File: src/rtl/mu01_loader.sv
`default_nettype none
// ============================================================================
//  Module   : mu01_loader
//  Purpose  : Byte-stream program loader. Receives a 16-bit word count and
//             then that many 16-bit words (high byte first) and writes the
//             words into processor memory starting at START_ADDR. The
//             processor is held in reset until the last word has been
//             written. A count of zero, or a count too large for the memory,
//             parks the loader in a sticky error state.
//  Ports    : clk, reset      - clock, synchronous active-high reset
//             in_valid/in_data/in_ready - byte input handshake
//             mem_we/mem_addr/mem_wdata - one-cycle memory write port
//             cpu_reset       - processor reset, released when loading is done
//             done / err      - sticky completion / bad-header flags
//  Revision : 1.0 - initial release
// ============================================================================
module mu01_loader #(
    parameter int ADDR_W     = 12,
    parameter int START_ADDR = 0
) (
    input  logic              clk,
    input  logic              reset,
    input  logic              in_valid,
    input  logic [7:0]        in_data,
    output logic              in_ready,
    output logic              mem_we,
    output logic [ADDR_W-1:0] mem_addr,
    output logic [15:0]       mem_wdata,
    output logic              cpu_reset,
    output logic              done,
    output logic              err
);

    typedef enum logic [2:0] {
        S_LEN_H  = 3'd0,
        S_LEN_L  = 3'd1,
        S_DATA_H = 3'd2,
        S_DATA_L = 3'd3,
        S_DONE   = 3'd4,
        S_ERR    = 3'd5
    } state_t;

    // Largest legal count; 17 bits so a full 2^16-word memory is representable.
    localparam logic [16:0]       c_MAX_COUNT  = 17'((1 << ADDR_W) - START_ADDR);
    localparam logic [ADDR_W-1:0] c_START_ADDR = ADDR_W'(START_ADDR);

    state_t             r_state;
    state_t             w_state_nxt;
    logic [7:0]         r_len_hi;
    logic [7:0]         r_data_hi;
    logic [15:0]        r_remain;
    logic [ADDR_W-1:0]  r_wofs;
    logic               r_mem_we;
    logic [ADDR_W-1:0]  r_mem_addr;
    logic [15:0]        r_mem_wdata;
    logic               r_done;
    logic               r_cpu_reset;

    logic               w_in_ready;
    logic               w_accept;
    logic [15:0]        w_count;
    logic               w_count_ok;
    logic               w_last_word;

    assign w_in_ready  = (r_state == S_LEN_H)  || (r_state == S_LEN_L) ||
                         (r_state == S_DATA_H) || (r_state == S_DATA_L);
    assign w_accept    = in_valid && w_in_ready;
    assign w_count     = {r_len_hi, in_data};
    assign w_count_ok  = (w_count != 16'd0) && ({1'b0, w_count} <= c_MAX_COUNT);
    assign w_last_word = (r_remain == 16'd1);

    // ------------------------------------------------------------------
    // State register
    // ------------------------------------------------------------------
    always_ff @(posedge clk) begin
        if (reset) begin
            r_state <= S_LEN_H;
        end else begin
            r_state <= w_state_nxt;
        end
    end

    // ------------------------------------------------------------------
    // Next-state logic
    // ------------------------------------------------------------------
    always_comb begin
        w_state_nxt = r_state;
        case (r_state)
            S_LEN_H:  if (w_accept) w_state_nxt = S_LEN_L;
            S_LEN_L:  if (w_accept) w_state_nxt = w_count_ok ? S_DATA_H : S_ERR;
            S_DATA_H: if (w_accept) w_state_nxt = S_DATA_L;
            S_DATA_L: if (w_accept) w_state_nxt = w_last_word ? S_DONE : S_DATA_H;
            S_DONE:   w_state_nxt = S_DONE;
            S_ERR:    w_state_nxt = S_ERR;
            default:  w_state_nxt = S_LEN_H;
        endcase
    end

    // ------------------------------------------------------------------
    // Datapath: byte capture, word counters and the memory write port
    // ------------------------------------------------------------------
    always_ff @(posedge clk) begin
        if (reset) begin
            r_len_hi    <= 8'd0;
            r_data_hi   <= 8'd0;
            r_remain    <= 16'd0;
            r_wofs      <= '0;
            r_mem_we    <= 1'b0;
            r_mem_addr  <= c_START_ADDR;
            r_mem_wdata <= 16'd0;
            r_done      <= 1'b0;
            r_cpu_reset <= 1'b1;
        end else begin
            r_mem_we <= 1'b0;
            if (w_accept) begin
                case (r_state)
                    S_LEN_H:  r_len_hi  <= in_data;
                    S_LEN_L:  r_remain  <= w_count;
                    S_DATA_H: r_data_hi <= in_data;
                    S_DATA_L: begin
                        r_mem_we    <= 1'b1;
                        r_mem_addr  <= c_START_ADDR + r_wofs;
                        r_mem_wdata <= {r_data_hi, in_data};
                        // Wraps only after the final word, when it is never used again.
                        r_wofs      <= r_wofs + 1'b1;
                        r_remain    <= r_remain - 16'd1;
                    end
                    default: ;
                endcase
            end
            // DONE is entered on the final accept, so these follow one cycle
            // later: the release lands right after the last write strobe.
            r_done      <= (r_state == S_DONE);
            r_cpu_reset <= (r_state != S_DONE);
        end
    end

    assign in_ready  = w_in_ready;
    assign err       = (r_state == S_ERR);
    assign mem_we    = r_mem_we;
    assign mem_addr  = r_mem_addr;
    assign mem_wdata = r_mem_wdata;
    assign done      = r_done;
    assign cpu_reset = r_cpu_reset;

endmodule
`default_nettype wire

File: config.mk
export PLATFORM = sky130hd
export DESIGN_NAME = mu01_loader
export DESIGN_NICKNAME = d
export VERILOG_FILES = /design/src/rtl/mu01_loader.sv
export SDC_FILE = /design/constraint.sdc
export NUM_CORES = 1
export LEC_CHECK = 0
export ABC_AREA = 1
export BUFFER_PORTS_ARGS = -buffer_cell sky130_fd_sc_hd__clkbuf_2
export CORE_ASPECT_RATIO = 1.25
export CORE_MARGIN = 2
export CORE_UTILIZATION = 51
export CTS_CLUSTER_DIAMETER = 40
export CTS_CLUSTER_SIZE = 8
export DETAILED_ROUTE_END_ITERATION = 7
export PLACE_DENSITY = 0.71
export SYNTH_ARGS = -nofsm -noshare
export SYNTH_HDL_FRONTEND = slang
export SYNTH_SLANG_ARGS = --single-unit
File: constraint.sdc
create_clock -name clk -period 1.44 [get_ports clk]
set_input_delay 0.288 -clock clk [delete_from_list [all_inputs] [get_ports clk]]
set_output_delay 0.288 -clock clk [all_outputs]
set_load 0.05 [all_outputs]
Yosys cells after proc, flatten, opt, wreduce, memory -nomap -nowiden
Cells that the tools add are included.
- $add $sub $neg: 2
- order comparisons: 1
- equal/unequal tests: 11
- muxes and demuxes: 9
- bitwise operators: 1
- reductions and logical operators: 14
- operator list (cell ; count):
    case mux 16 bit (2 select lines) ; 1
    two-way mux 3 bit ; 6
    case mux 3 bit (6 select lines) ; 1
    == test 16 x 1 -> 1 bit (second input constant) ; 1
    <= comparator 16 x 13 -> 1 bit (second input constant) ; 1
    nonzero test 16 bit ; 1
    subtractor 16 x 1 -> 16 bit (second input constant) ; 1
    adder 12 x 1 -> 12 bit (second input constant) ; 1
    != test 2 bit (second input constant) ; 4
    AND reduction 2 bit ; 4
    == test 3 x 2 -> 1 bit (second input constant) ; 2
    == test 3 bit (second input constant) ; 2
    AND reduction 4 bit ; 1
    == test 3 x 1 -> 1 bit (second input constant) ; 1
    logical NOT 3 bit ; 1
    logical OR 1 bit ; 3
    != test 3 bit (second input constant) ; 1
    logical AND 1 bit ; 2
    nonzero test 2 bit ; 1
    OR reduction 2 bit ; 1
    two-way mux 1 bit ; 1
    NOT 1 bit ; 1
- flip-flop bits (word level): 78
- bits of input ports: 11
- output and inout port bits: 33
- word-level logic and storage cells: 48

Depth between registers and ports, before layout
Gate-level depths: netlist of run 1.
- depth after elaboration: 7
- gate-level depth with buffers: 10
- depth with buffers taken out: 10

Worst setup path after synthesis of run 1
Ideal clock, no wire load.
- path kind: register to register
- start: register r_state[2]
- end: register r_state[0]
- library setup time: 0.059 ns
- arrival time: 1.929 ns
- data required time: 1.381 ns
- path slack: -0.548 ns
- cell stages (with the launch flop): 10
- buffers on the path: 0
- period minus slack after synthesis: 1.988 ns
- path through: dfxtp_1 > inv_1 > nor2_1 > inv_1 > nor2_1 > o21bai_1 > inv_1 > nand2_1 > nand2_1 > nand2_1
- cells in the longest elaborated chain, start to end: 7
- elaborated cells between the ends (all ways): 16
- classes of those cells: 9 x eq/ne; 1 x mux; 6 x reduce/logical
- RTL lines (item ; line ; RTL):
    start, declared ; 47 ; state_t r_state;
    start signal, assigned ; 79 ; r_state <= w_state_nxt;
    == test 3 x 1 -> 1 bit / logical NOT 3 bit (equally long branches) ; 65 ; assign w_in_ready = (r_state == S_LEN_H) || (r_state == S_LEN_L) ||
    logical OR 1 bit (2 in series) ; 65 ;
    logical OR 1 bit * ; 66 ; (r_state == S_DATA_H) || (r_state == S_DATA_L);
    named net in_ready ; 25 ; output logic in_ready,
    logical AND 1 bit * ; 67 ; assign w_accept = in_valid && w_in_ready;
    != test 2 bit (no line) ; - ;
    AND reduction 4 bit (no line) * ; - ;
The timed path passes the listed nets; every way through them passes the cells marked *.
A chain may end at the register's enable or synchronous reset.

Final worst setup path of run 1
- start: register r_state[2]
- end: output port err
- cells in the longest elaborated chain, start to end: 1
- RTL lines (item ; line ; RTL):
    == test 3 bit ; 139 ; assign err = (r_state == S_ERR);
    end, declared ; 31 ; output logic err
No other way between the ends.

==> results of run 1 <==
==> layer usage <==
layer  share of wire (%)  GRT usage, %
met1                  39          32.3
met2                  53          45.2
met3                 5.2          3.30
met4                 3.4          11.0
met5                   0             0
==> worst register-to-register path, stage by stage (launching register included) <==
cell and delay (ns):
dfxtp_4 0.36, buf_4 0.15, nor2_4 0.13, nand2_4 0.08, nor2_8 0.17, nand4_1 0.19
nor2_2 0.18, nand2_1 0.06, nand2_1 0.07, nor2_1 0.04
==> layout by cell type, fill, tap and decap left out, types with 6 or more instances in the layout <==
master     instances
buf_6              7
nor3_1             6
clkbuf_8          11
o21ai_1           21
nand4_1            9
nand2_1          102
buf_4             37
dfxtp_1           75
a21oi_2            7
clkbuf_2          41
a21oi_1           45
buf_12             7
nor2_1            82
nor2_4            18
inv_1             43
o21ai_0           40
nand3_1           20
clkbuf_16          6
nor2_2            13
==> final cells by class <==
class / instances / area, sq um
multi-input combinational: 389 / 2000
clock buffer: 10 / 138
clock inverter: 6 / 67.6
tap: 90 / 113
fill: 528 / 1930
inverter: 52 / 218
timing repair buffer: 101 / 896
timing repair inverter: 1 / 5.00
sequential: 78 / 1570
==> report_power, final <==
part / internal [mW] / switching, mW
registers: 2.25 / 0.0830
clock network: 0.862 / 0.880
logic: 0.428 / 0.695
total: 3.54 / 1.66
==> repair_timing <==
action	in CTS	in global routing
setup endpoints to repair	9	73
pin swaps	5	14
cloned	0	10
setup buffers	8	12
resized for setup	15	97
==> flip-flops by register name, indices dropped and copies added, names as in the netlist <==
name,cells
r_len_hi,8
cpu_reset,1
done,1
mem_we,1
r_state,3
r_data_hi,8
r_remain,16
mem_wdata,16
r_wofs,12
mem_addr,12
==> cells by family (layout without fill, tap and decap cells) <==
family	count (synthesis)	count (layout)	synth area share, %
XOR/XNOR	4	4	0.962
AO/OA/AOI/OAI	123	123	17.4
AND/OR/NAND/NOR	258	259	29.6
buffers and inverters	72	170	8.11
flip-flops	78	78	42.9
adder cells (fa/ha/maj)	3	3	1.03
==> final timing paths <==
check | end | cells past startpoint
setup / recovery | err | 5
hold / removal | mem_wdata[0]$_SDFFE_PP0P_ | 3
setup reg to reg | r_wofs[5]$_SDFFE_PP0P_ | 9
hold reg to reg | mem_addr[0]$_SDFFE_PP0P_ | 2
==> out/results.ini, run 1 <==
[outcome]
outcome=complete, but fails checks
violations=setup timing

[min_path]
hold_class=primary input to flop
min_from=in_data[0]

[placement]
pre_cts_slack_ns=-0.00920
hpwl_mm=6.82
port_buffers=43
gp_congestion=0.991
dpl_cell_area_sq_um=4150
place_inst=681

[pwr]
finalPower_mw=5.19
power.density_nw_per_um2=1040
ir_drop_uv=807
p_leak_nw=2.16

[synthesis]
yosysTopAreaCellShare_pct=42.9
ys_seq_elements=78
ys_seq_area_share_pct=42.9
syn-cell-area_sq_um=3640
avgSynthCellArea_sq_um=6.77
yosys-top-cells-count=nor2_1, nand2_1, dfxtp_1, o21ai_0, a21oi_1
synth_edf_count=0
synth_fp_nets=552
async_reset_ff_share_pct=0
synth_warnings=0
ys_top_cells_by_area=dfxtp_1, nor2_1, nand2_1, o21ai_0, a21oi_1
synth_top_cell_by_area=dfxtp_1
synth_most_common_cell=nor2_1
synth-main-ff-cell=dfxtp_1
ys_types=27
synth_cells=538

[grt]
antenna_found_initial=0
grt_first_pass_wirelength_mm=16.3
grt_overflow=0
grt_pass1_vias=3555
grt_max_degree=57
grt_util_all_layers_pct=26.1

[sta]
layout_setup_ws_ns=-0.111
holdWs_ns=0.247
worst_pin_slew_ns=0.391
final.period_utilization_pct=108
hold_violations=0
period_minus_slack_ns=1.55
rsz0062_at_grt=true
finalMaxSlewViolations=0
setup_viol=20
max_freq_ghz=0.645
slew_headroom_pct=73.7
timing.setup.tns_ns=-0.526
clock_skew_ns=0.00796

[die]
die_h_um=98.5
core_area_sq_um=6930
rows=34
fp.dieArea_sq_um=7840
die_x_um=79.6
start_util_pct=52.5
io-pin-count=44

[worst_setup_path]
cp_num_buf_inv=3
cp.required_ns=1.15
path_common_cell=nor2_4
critPathMaxFanout=2
crit_start=r_state[2]$_SDFFE_PP0P_
r2r_start=r_state[2]$_SDFFE_PP0P_
cp_data_arrival_time_ns=1.26
path_class=flop to primary output
reg2reg_slack_ns=-0.08
crit_chain=clkinvlp_4 -> nor2_4 -> inv_2 -> nor2_4 -> buf_8
endpoint_kind=primary output
slowest_stage=dfxtp_4
crit_family=flip-flops
critPathMaxStageDelay_ns=0.36
start_kind=flop

[clock_tree]
htreeDepth=3
path_clk_slew_ns=0.09
clk_path_buf_depth=2
hold_buffers=0
cts_buffers=9
cts_tree=done
clk_latency_ns=0.36
clock-sinks=78
root_buffer=clkbuf_8

[drt]
ant_nets=0
drt-initial-drc-count=255
avgRoutedWirePerCell_um=15.6
vias=3920
wl_mm=11.3
drt_first_pass_iters=6
drt-vias-per-instance=5.39
drc=0

[cells_and_area]
post-route-util_pct=72.2
antenna_cells=0
drive_gt1_share_pct=28.1
fin_nets=646
instances_no_fill=727
stdcell_area_sq_um=5010
area_growth_pct=37.5

[job]
drv_cap=0

No activity file was read; power rests on OpenSTA's default activity.
==> run 2, diff against run 1 <==
--- a/config.mk
+++ b/config.mk
@@ -12,7 +12,8 @@
 export CORE_UTILIZATION = 51
 export CTS_CLUSTER_DIAMETER = 40
-export CTS_CLUSTER_SIZE = 8
+export CTS_CLUSTER_SIZE = 30
 export DETAILED_ROUTE_END_ITERATION = 7
 export PLACE_DENSITY = 0.71
+export SKIP_CTS_REPAIR_TIMING = 1
 export SYNTH_ARGS = -nofsm -noshare
 export SYNTH_HDL_FRONTEND = slang
==> constraint.sdc (replaced) <==
create_clock -name clk -period 1.44 [get_ports clk]
set_input_delay 0.288 -clock clk [delete_from_list [all_inputs] [get_ports clk]]
set_output_delay 0.288 -clock clk [all_outputs]
set_load 0.1 [all_outputs]
==> out/results.ini, run 2 (same netlist as run 1, synthesis figures left out) <==
[grt]
grt_pass1_vias=3403  ; -4.3%
grt_max_degree=40  ; -30%
grt_util_all_layers_pct=25.6  ; -0.54 points
grt_overflow=0  ; unchanged
grt_first_pass_wirelength_mm=15.9  ; -2.6%
antenna_found_initial=0  ; unchanged

[cells_and_area]
final_cell_mix=nand2_1, nor2_1, dfxtp_1, buf_4, o21ai_0
area_growth_pct=28.4
antenna_cells=0  ; unchanged
fillCellCount=588  ; +11%
fin_nets=625  ; -3.3%
layout_commonest_cell=nand2_1
stdcell_area_sq_um=4680  ; -6.6%
post-route-util_pct=67.4  ; -4.8 points
drive_gt1_share_pct=21.9  ; -6.2 points
multi_input_area_sq_um=1870  ; -6.7%
final-seq-area_sq_um=1570  ; unchanged

[pwr]
clockPowerShare_pct=33.4  ; about the same
p_leak_nw=2.03  ; -5.9%
seqPwrFrac_pct=45.1  ; +0.3 points
combPwrFrac_pct=21.5  ; about the same
power.density_nw_per_um2=1110  ; +6.6%
finalPower_mw=5.17  ; -0.49%
swShare_pct=32.6  ; +0.70 points
ir_drop_uv=939  ; +16%
p_int_mw=3.48  ; -1.5%
p_sw_mw=1.69  ; +1.7%

[die]
die_h_um=98.5  ; unchanged
start_util_pct=52.5  ; unchanged
io-pin-count=44  ; unchanged
fp.dieArea_sq_um=7840  ; unchanged
core_area_sq_um=6930  ; unchanged
rows=34  ; unchanged
die_x_um=79.6  ; unchanged

[drt]
drc=0  ; unchanged
drt_first_pass_iters=6  ; unchanged
drt-vias-per-instance=5.28  ; -2.1%
wl_mm=10.2  ; -10%
vias=3727  ; -4.9%
ant_nets=0  ; unchanged
avgRoutedWirePerCell_um=14.4  ; -7.6%
drt-initial-drc-count=175  ; -31%

[sta]
setup_viol=19  ; -5.0%
clock_skew_ns=0.0139  ; +0.00590 ns
layout_setup_ws_ns=-0.162  ; -0.0510 ns
slew_headroom_pct=72.2  ; -1.5 points
max_freq_ghz=0.624  ; -3.2%
finalMaxSlewViolations=0  ; unchanged
holdWs_ns=0.247  ; +0.000166 ns
rsz0062_at_grt=true
worst_pin_slew_ns=0.414  ; +0.0229 ns
timing.setup.tns_ns=-0.776  ; -0.251 ns
period_minus_slack_ns=1.60  ; +0.0510 ns
final.period_utilization_pct=111  ; +3.5 points
hold_violations=0  ; unchanged

[worst_setup_path]
path_class=flop to primary output
critPathMaxStageDelay_ns=0.36  ; about the same
crit_chain=clkinvlp_4 -> nor2_4 -> inv_2 -> nor2_4 -> buf_12
slowest_stage=dfxtp_4
r2r_start=r_state[2]$_SDFFE_PP0P_
reg2reg_depth=9  ; unchanged
critPathMaxFanout=3  ; +1
crit_start=r_state[2]$_SDFFE_PP0P_
reg2reg_slack_ns=-0.07  ; about the same
start_kind=flop
cp_data_arrival_time_ns=1.31  ; +0.05 ns
path_common_cell=nor2_4
reg2reg_to=mem_addr[0]$_SDFFE_PP0P_
endpoint_kind=primary output
cp.required_ns=1.15  ; about the same

[placement]
port_buffers=43  ; unchanged
dpl_cell_area_sq_um=4270  ; +2.9%
gp_congestion=0.966  ; -2.5%
hpwl_mm=6.99  ; +2.5%

[clock_tree]
clock-sinks=78  ; unchanged
clk_latency_ns=0.36  ; about the same
cts_tree=done
clk_path_buf_depth=2  ; unchanged
cts_buffers=9  ; unchanged
htreeDepth=3  ; unchanged
path_clk_slew_ns=0.09  ; about the same
root_buffer=clkbuf_8

[outcome]
outcome=complete, but fails checks
violations=setup timing

[min_path]
hold_class=primary input to flop
hold_depth=3  ; unchanged
min_from=in_data[0]
holdPathEnd=mem_wdata[0]$_SDFFE_PP0P_

[job]
drv_cap=0  ; unchanged

## run 2: power groups by stage
| stage | logic, mW | registers (mW) | clock network [mW] |
|---|---|---|---|
| 3_3_place_gp | 0.961 | 2.37 | 0 |
| 3_5_place_dp | 0.977 | 2.37 | 0 |
| 5_1_grt | 1.22 | 2.34 | 1.84 |
| 4_1_cts | 0.986 | 2.32 | 1.74 |
| 2_1_floorplan | 0.599 | 2.44 | 0 |
| 6_report | 1.11 | 2.33 | 1.73 |
## run 2: final cells by class
type	instances	share of cell area, %
sequential	78	33.5
tap	90	2.41
clock buffer	9	2.65
clock inverter	7	1.71
inverter	52	4.36
multi-input combinational	388	40.0
timing repair buffer	82	15.4
## run 2: stage by stage
step                      cells  setup slack, ns
final                       706           -0.162
after CTS                   697           -0.213
after global routing        706           -0.222
after global placement      681          -0.0134
after detailed placement    681          -0.0183
after floorplan             538           -0.603
## run 2: layer usage
metal | vias up | GRT usage [%] | wire length [um] | part of all wire, %
li1 | 1884 | - | - | -
met1 | 1694 | 30.5 | 4080 | 40
met2 | 116 | 44.2 | 5270 | 52
met3 | 33 | 4.49 | 466 | 4.6
met4 | 0 | 11.7 | 352 | 3.5
met5 | - | 0 | 0 | 0
## run 2: worst max-delay path by stage
stage                           endpoint  slack, ns  depth (start not counted)
2_1_floorplan    r_state[0]$_SDFFE_PP0P_      -0.60                          9
3_5_place_dp   r_remain[12]$_SDFFE_PP0P_      -0.02                         10
3_3_place_gp    r_len_hi[2]$_SDFFE_PP0P_      -0.01                          6
6_report                             err      -0.16                          5
5_1_grt                              err      -0.22                          5
4_1_cts                              err      -0.21                          5
## run 2: critical path, delay by kind of cell (launching register included)
kind	cells	cell delay, ns
buffers and inverters	3	0.37
DFF	1	0.36
and+or+nand+nor	2	0.23
